## config.mk

```make
export PLATFORM = sky130hd
export DESIGN_NAME = fetch_unit
export DESIGN_NICKNAME = d
export VERILOG_FILES = /design/src/rtl/arm_pkg.sv /design/src/rtl/pc_register.sv /design/src/rtl/fetch_unit.sv
export SDC_FILE = /design/constraint.sdc
export NUM_CORES = 1
export LEC_CHECK = 0
export CORE_MARGIN = 8
export CORE_UTILIZATION = 44
export DETAILED_ROUTE_END_ITERATION = 16
export GPL_ROUTABILITY_DRIVEN = 1
export PLACE_DENSITY = 0.88
export SETUP_SLACK_MARGIN = 0.5
export SYNTH_ARGS = -nofsm -noshare
export SYNTH_HDL_FRONTEND = slang
export SYNTH_SLANG_ARGS = --single-unit
```

## constraint.sdc

```tcl
create_clock -name CLK -period 3.65 [get_ports CLK]
set_input_delay 0.5475 -clock CLK [delete_from_list [all_inputs] [get_ports CLK]]
set_output_delay 0.5475 -clock CLK [all_outputs]
set_load 0.05 [all_outputs]
```

## src/rtl/arm_pkg.sv

```systemverilog
// Shared definitions for the ARM-style core: fetch FSM states, datapath widths
// and the architectural reset PC.
package arm_pkg;

  localparam int          INSTR_W          = 32;
  localparam int          PC_STEP          = 4;
  localparam logic [31:0] DEFAULT_RESET_PC = 32'h0000_0000;

  typedef enum logic [1:0] {
    S_REQ  = 2'd0,
    S_WAIT = 2'd1,
    S_HOLD = 2'd2
  } fetch_state_e;

endpackage

```

## src/rtl/pc_register.sv

```systemverilog
// Generic W-bit architectural register: async active-low reset to RESET_VAL,
// synchronous load when en is high.
module pc_register #(
  parameter int             W         = 32,
  parameter logic [W-1:0]   RESET_VAL = '0
) (
  input  logic         clk,
  input  logic         rst_n,
  input  logic         en,
  input  logic [W-1:0] d,
  output logic [W-1:0] q
);

  // NOTE: sequential state uses non-blocking (<=) so every flop samples
  // pre-edge values, independent of block evaluation order.
  always_ff @(posedge clk or negedge rst_n) begin
    if (!rst_n)  q <= RESET_VAL;
    else if (en) q <= d;
  end

endmodule

```

## src/rtl/fetch_unit.sv

```systemverilog
// Instruction fetch stage: owns the PC, runs a single-outstanding req/gnt/rvalid
// handshake to instruction memory and holds the fetched word until Advance.
// Define FETCH_PERF_CNT_EN to add the FetchCount/StallCount performance counters.
module fetch_unit
  import arm_pkg::*;
#(
  parameter int                ADDR_W   = 32,
  parameter logic [ADDR_W-1:0] RESET_PC = ADDR_W'(DEFAULT_RESET_PC)
) (
  input  logic                CLK,
  input  logic                RESETn,
  input  logic                PCSrc,
  input  logic [ADDR_W-1:0]   BranchTarget,
  input  logic                Advance,
  output logic                IMemReq,
  output logic [ADDR_W-1:0]   IMemAddr,
  input  logic                IMemGnt,
  input  logic                IMemRValid,
  input  logic [INSTR_W-1:0]  IMemRData,
  output logic [INSTR_W-1:0]  Instr,
  output logic                InstrValid,
  output logic [ADDR_W-1:0]   PC,
  output logic [ADDR_W-1:0]   PCPlus4,
  output logic [ADDR_W-1:0]   PCPlus8
`ifdef FETCH_PERF_CNT_EN
  ,
  output logic [31:0]         FetchCount,
  output logic [31:0]         StallCount
`endif
);

  fetch_state_e        state, state_nxt;
  logic [ADDR_W-1:0]   pc_q, pc_nxt, branch_aligned;
  logic [INSTR_W-1:0]  instr_q;
  logic                accept_rsp, accept_adv;

  assign accept_rsp = (state == S_WAIT) && IMemRValid;
  assign accept_adv = (state == S_HOLD) && Advance;

  // Low address bits of a branch target are architecturally meaningless.
  assign branch_aligned = BranchTarget & ~ADDR_W'(PC_STEP - 1);
  assign pc_nxt         = PCSrc ? branch_aligned : pc_q + ADDR_W'(PC_STEP);

  pc_register #(
    .W         (ADDR_W),
    .RESET_VAL (RESET_PC)
  ) u_pc (
    .clk   (CLK),
    .rst_n (RESETn),
    .en    (accept_adv),
    .d     (pc_nxt),
    .q     (pc_q)
  );

  // NOTE: always_comb assigns a default first so no path leaves state_nxt
  // unassigned, which would otherwise infer a latch.
  always_comb begin
    state_nxt = state;
    case (state)
      S_REQ:   if (IMemGnt)    state_nxt = S_WAIT;
      S_WAIT:  if (IMemRValid) state_nxt = S_HOLD;
      S_HOLD:  if (Advance)    state_nxt = S_REQ;
      default:                 state_nxt = S_REQ;
    endcase
  end

  always_ff @(posedge CLK or negedge RESETn) begin
    if (!RESETn) begin
      state   <= S_REQ;
      instr_q <= '0;
    end else begin
      state <= state_nxt;
      if (accept_rsp) instr_q <= IMemRData;
    end
  end

  // Request is masked while reset is held so the bus sees no fetch until release.
  assign IMemReq    = (state == S_REQ) && RESETn;
  assign IMemAddr   = pc_q;
  assign Instr      = instr_q;
  assign InstrValid = (state == S_HOLD);
  assign PC         = pc_q;
  assign PCPlus4    = pc_q + ADDR_W'(PC_STEP);
  assign PCPlus8    = pc_q + ADDR_W'(2 * PC_STEP);

`ifdef FETCH_PERF_CNT_EN
  logic stall_cycle;
  assign stall_cycle = ((state == S_REQ) && !IMemGnt) || ((state == S_WAIT) && !IMemRValid);

  always_ff @(posedge CLK or negedge RESETn) begin
    if (!RESETn) begin
      FetchCount <= '0;
      StallCount <= '0;
    end else begin
      if (accept_rsp)  FetchCount <= FetchCount + 32'd1;
      if (stall_cycle) StallCount <= StallCount + 32'd1;
    end
  end
`endif

endmodule

```

==> results.py <==
metrics = {
    "placed_design": {
        "dp_hpwl_um": 12900,
        "gp_congestion": 0.886,
        "dp_cells": 807,
        "numPortBuffers": 221,
    },
    "logic_synthesis": {
        "syn_area_sq_um": 4550,
        "synth-main-ff-cell": "dfrtp_1",
        "yosys.cell_types.count": 51,
        "synth-seq-area-share_pct": 35.2,
        "avgSynthCellArea_sq_um": 9.01,
        "synthCells": 505,
        "ys_async_sr_fraction_pct": 100,
        "yosysWarnings": 0,
        "ys_ff_latch": 64,
        "synth-edff-count": 0,
    },
    "final_layout": {
        "final_cell_mix": "clkdlybuf4s50_1 (173), dfrtp_1 (56), buf_4 (45)",
        "area_growth_pct": 56.3,
        "nets": 758,
        "diodes": 0,
        "final_common_cell": "clkdlybuf4s50_1",
        "final_util_pct": 69.8,
        "final_cells": 827,
        "drive_gt1_share_pct": 23.0,
    },
    "timing": {
        "tns_ns": 0,
        "setup_viol": 0,
        "fin_skew_ns": 0.0109,
        "slew_viol_final": 0,
        "max_freq_mhz": 320,
        "hold_viol_final": 0,
        "post-route-period-util_pct": 85.6,
        "relSlewSlack_pct": 41.2,
        "rsz0062_at_grt": "true",
        "final.min_clock_period_ns": 3.12,
        "tightest_slew_ns": 0.879,
    },
    "clock_network": {
        "root_buffer": "clkbuf_8",
        "cts.sinks": 64,
        "path_clk_slew_ns": 0.08,
        "cts_tree": "built",
        "numCtsBuffers": 9,
        "clk_path_buf_depth": 2,
        "insertion_delay_ns": 0.35,
        "htree_levels": 3,
    },
    "grt": {
        "antenna_found_initial": 0,
        "first_global_vias": 4822,
        "grt_remaining_overflow": 0,
        "grt_pass1_wl_um": 26600,
        "track_usage_pct": 23.7,
        "grt_max_degree": 65,
    },
    "worst_setup_path": {
        "slowest_stage": "dfrtp_1",
        "cp_slowest_stage_delay_ns": 0.61,
        "worst-path-buf-inv": 1,
        "cp-start-kind": "flip-flop",
        "crit_type": "flip-flop to output port",
        "endpoint_kind": "output port",
        "setup.worst_path.start": "u_pc.q[16]",
        "crit_chain": "nand4_1 -> nor4_2 -> nand2_1 -> xnor2_1 -> dlymetal6s2s_1",
        "critPathTopFamily": "simple AND/OR/NAND/NOR gates",
        "arrival_ns": 2.58,
        "cp_max_fo": 11,
        "r2r_start": "u_pc.q[25]",
        "worstPathRequired_ns": 3.10,
    },
    "floorplan": {
        "core_sq_um": 10200,
        "io_pins": 232,
        "initial_core_util_pct": 44.7,
        "die_height_um": 118,
        "rows": 37,
        "die_w_um": 118,
        "die-area_sq_um": 13800,
    },
    "route": {
        "viasPerCell": 5.63,
        "wl_met2_um": 8250,
        "drtPass1Iterations": 5,
        "routed-wl-met3_um": 1890,
        "first_iter_violations": 313,
        "vias": 4653,
        "wl_per_cell_um": 20.3,
        "wirelength_um": 16800,
        "wl_met1_um": 6210,
        "topRoutingLayerUsed": "met4",
        "ant_nets": 0,
        "drc": 0,
    },
    "worst_hold_path": {
        "hp-class": "input port to asynchronous set/reset pin",
    },
    "power_and_ir_drop": {
        "ir_drop_mv": 0.800,
        "p_total_mw": 7.19,
        "powerDensity_nw_per_um2": 1010,
        "power.static_leakage_nw": 2.95,
    },
    "outcome": {
        "status": "finished clean",
    },
    "run": {
        "drv_cap": 0,
    },
}
==> registers in the layout (all words and copies together) (netlist names) <==
name    flops
Instr      32
u_pc.q     30
state       2
==> logic make-up (layout without fill, tap and decap cells) <==
group,after synthesis,after routing,share of synthesized area (%)
buffers and inverters,102,281,12.5
adder cells (fa/ha/maj),2,2,0.550
XOR/XNOR,55,55,10.6
AO/OA/AOI/OAI,72,72,11.2
flip-flops,64,64,35.2
other,1,8,0.0825
AND/OR/NAND/NOR,173,173,21.0
multiplexers,36,36,8.80
==> worst register-to-register path, stage by stage (launching register included) <==
cell and delay [ns]:
dfrtp_1 0.58, nand4_1 0.38, nor4_2 0.55, nand2_1 0.20, a311o_1 0.39
==> stage by stage <==
step	setup slack, ns	hold slack (ns)	area (sq um)
final	0.526	0.441	7110
after global routing	0.422	0.521	7110
after CTS	0.220	0.484	7050
after detailed placement	0.460	0.495	6850
after global placement	0.467	0.487	6850
after floorplan	0.480	0.252	4720
==> power breakdown <==
part / leakage, nW / total (mW) / switching (mW) / internal, mW
combinational: 2.13 / 5.13 / 3.42 / 1.71
clock: 0.0993 / 0.628 / 0.294 / 0.333
sequential: 0.722 / 1.43 / 0.414 / 1.02
total: 2.95 / 7.19 / 4.13 / 3.06
==> area by class of cell <==
| cell class | instances | area [sq um] |
|---|---|---|
| clock buffer | 11 | 141 |
| clock inverter | 5 | 56.3 |
| fill | 784 | 3080 |
| inverter | 18 | 67.6 |
| multi-input combinational | 346 | 2590 |
| sequential | 64 | 1610 |
| tap | 136 | 170 |
| timing repair buffer | 247 | 2470 |
==> synthesized netlist by cell type, drive strengths merged, types with 3 or more instances <==
cell type | count | area (sq um)
inv | 18 | 67.6
or4 | 3 | 30.0
nor2 | 31 | 116
dfrtp | 64 | 1600
clkbuf | 19 | 71.3
o21ai | 15 | 75.1
o2bb2ai | 7 | 61.3
a22oi | 5 | 37.5
nand2b | 3 | 18.8
a21oi | 9 | 45.0
nor4 | 16 | 164
xor2 | 18 | 158
nand2 | 32 | 120
nand3 | 25 | 125
xnor2 | 37 | 324
a31oi | 13 | 81.3
a211o | 4 | 35.0
mux2i | 4 | 40.0
and3 | 4 | 25.0
buf | 65 | 430
o311ai | 5 | 43.8
a311o | 3 | 30.0
nor3 | 29 | 150
nand4 | 21 | 138
mux2 | 32 | 360
==> layer usage <==
| metal | vias to the layer above | track usage [%] |
|---|---|---|
| met5 | - | 0 |
| met4 | 0 | 9.37 |
| met3 | 43 | 10.3 |
| met2 | 282 | 39.6 |
| met1 | 2229 | 25.9 |
| li1 | 2099 | - |
==> final timing paths <==
path                       slack, ns  cells after the start     endpoint
max in group asynchronous       2.57                      2    u_pc.q[7]
min                             0.44                      2    Instr[10]
max                             0.53                      5  PCPlus4[26]
min in group CLK                0.51                      1    Instr[10]
max reg2reg                     1.44                      4   u_pc.q[30]
min reg2reg                     0.51                      1    Instr[10]
==> timing repair <==
item / CTS / global route
pin swaps: 1 / 1
cloned: 0 / 0
setup endpoints to repair: 22 / 19
hold buffers: 0 / 0
resized for setup: 18 / 20
hold endpoints to repair: 0 / 0
setup buffers: 0 / 4
No activity file was read; power rests on OpenSTA's default activity.
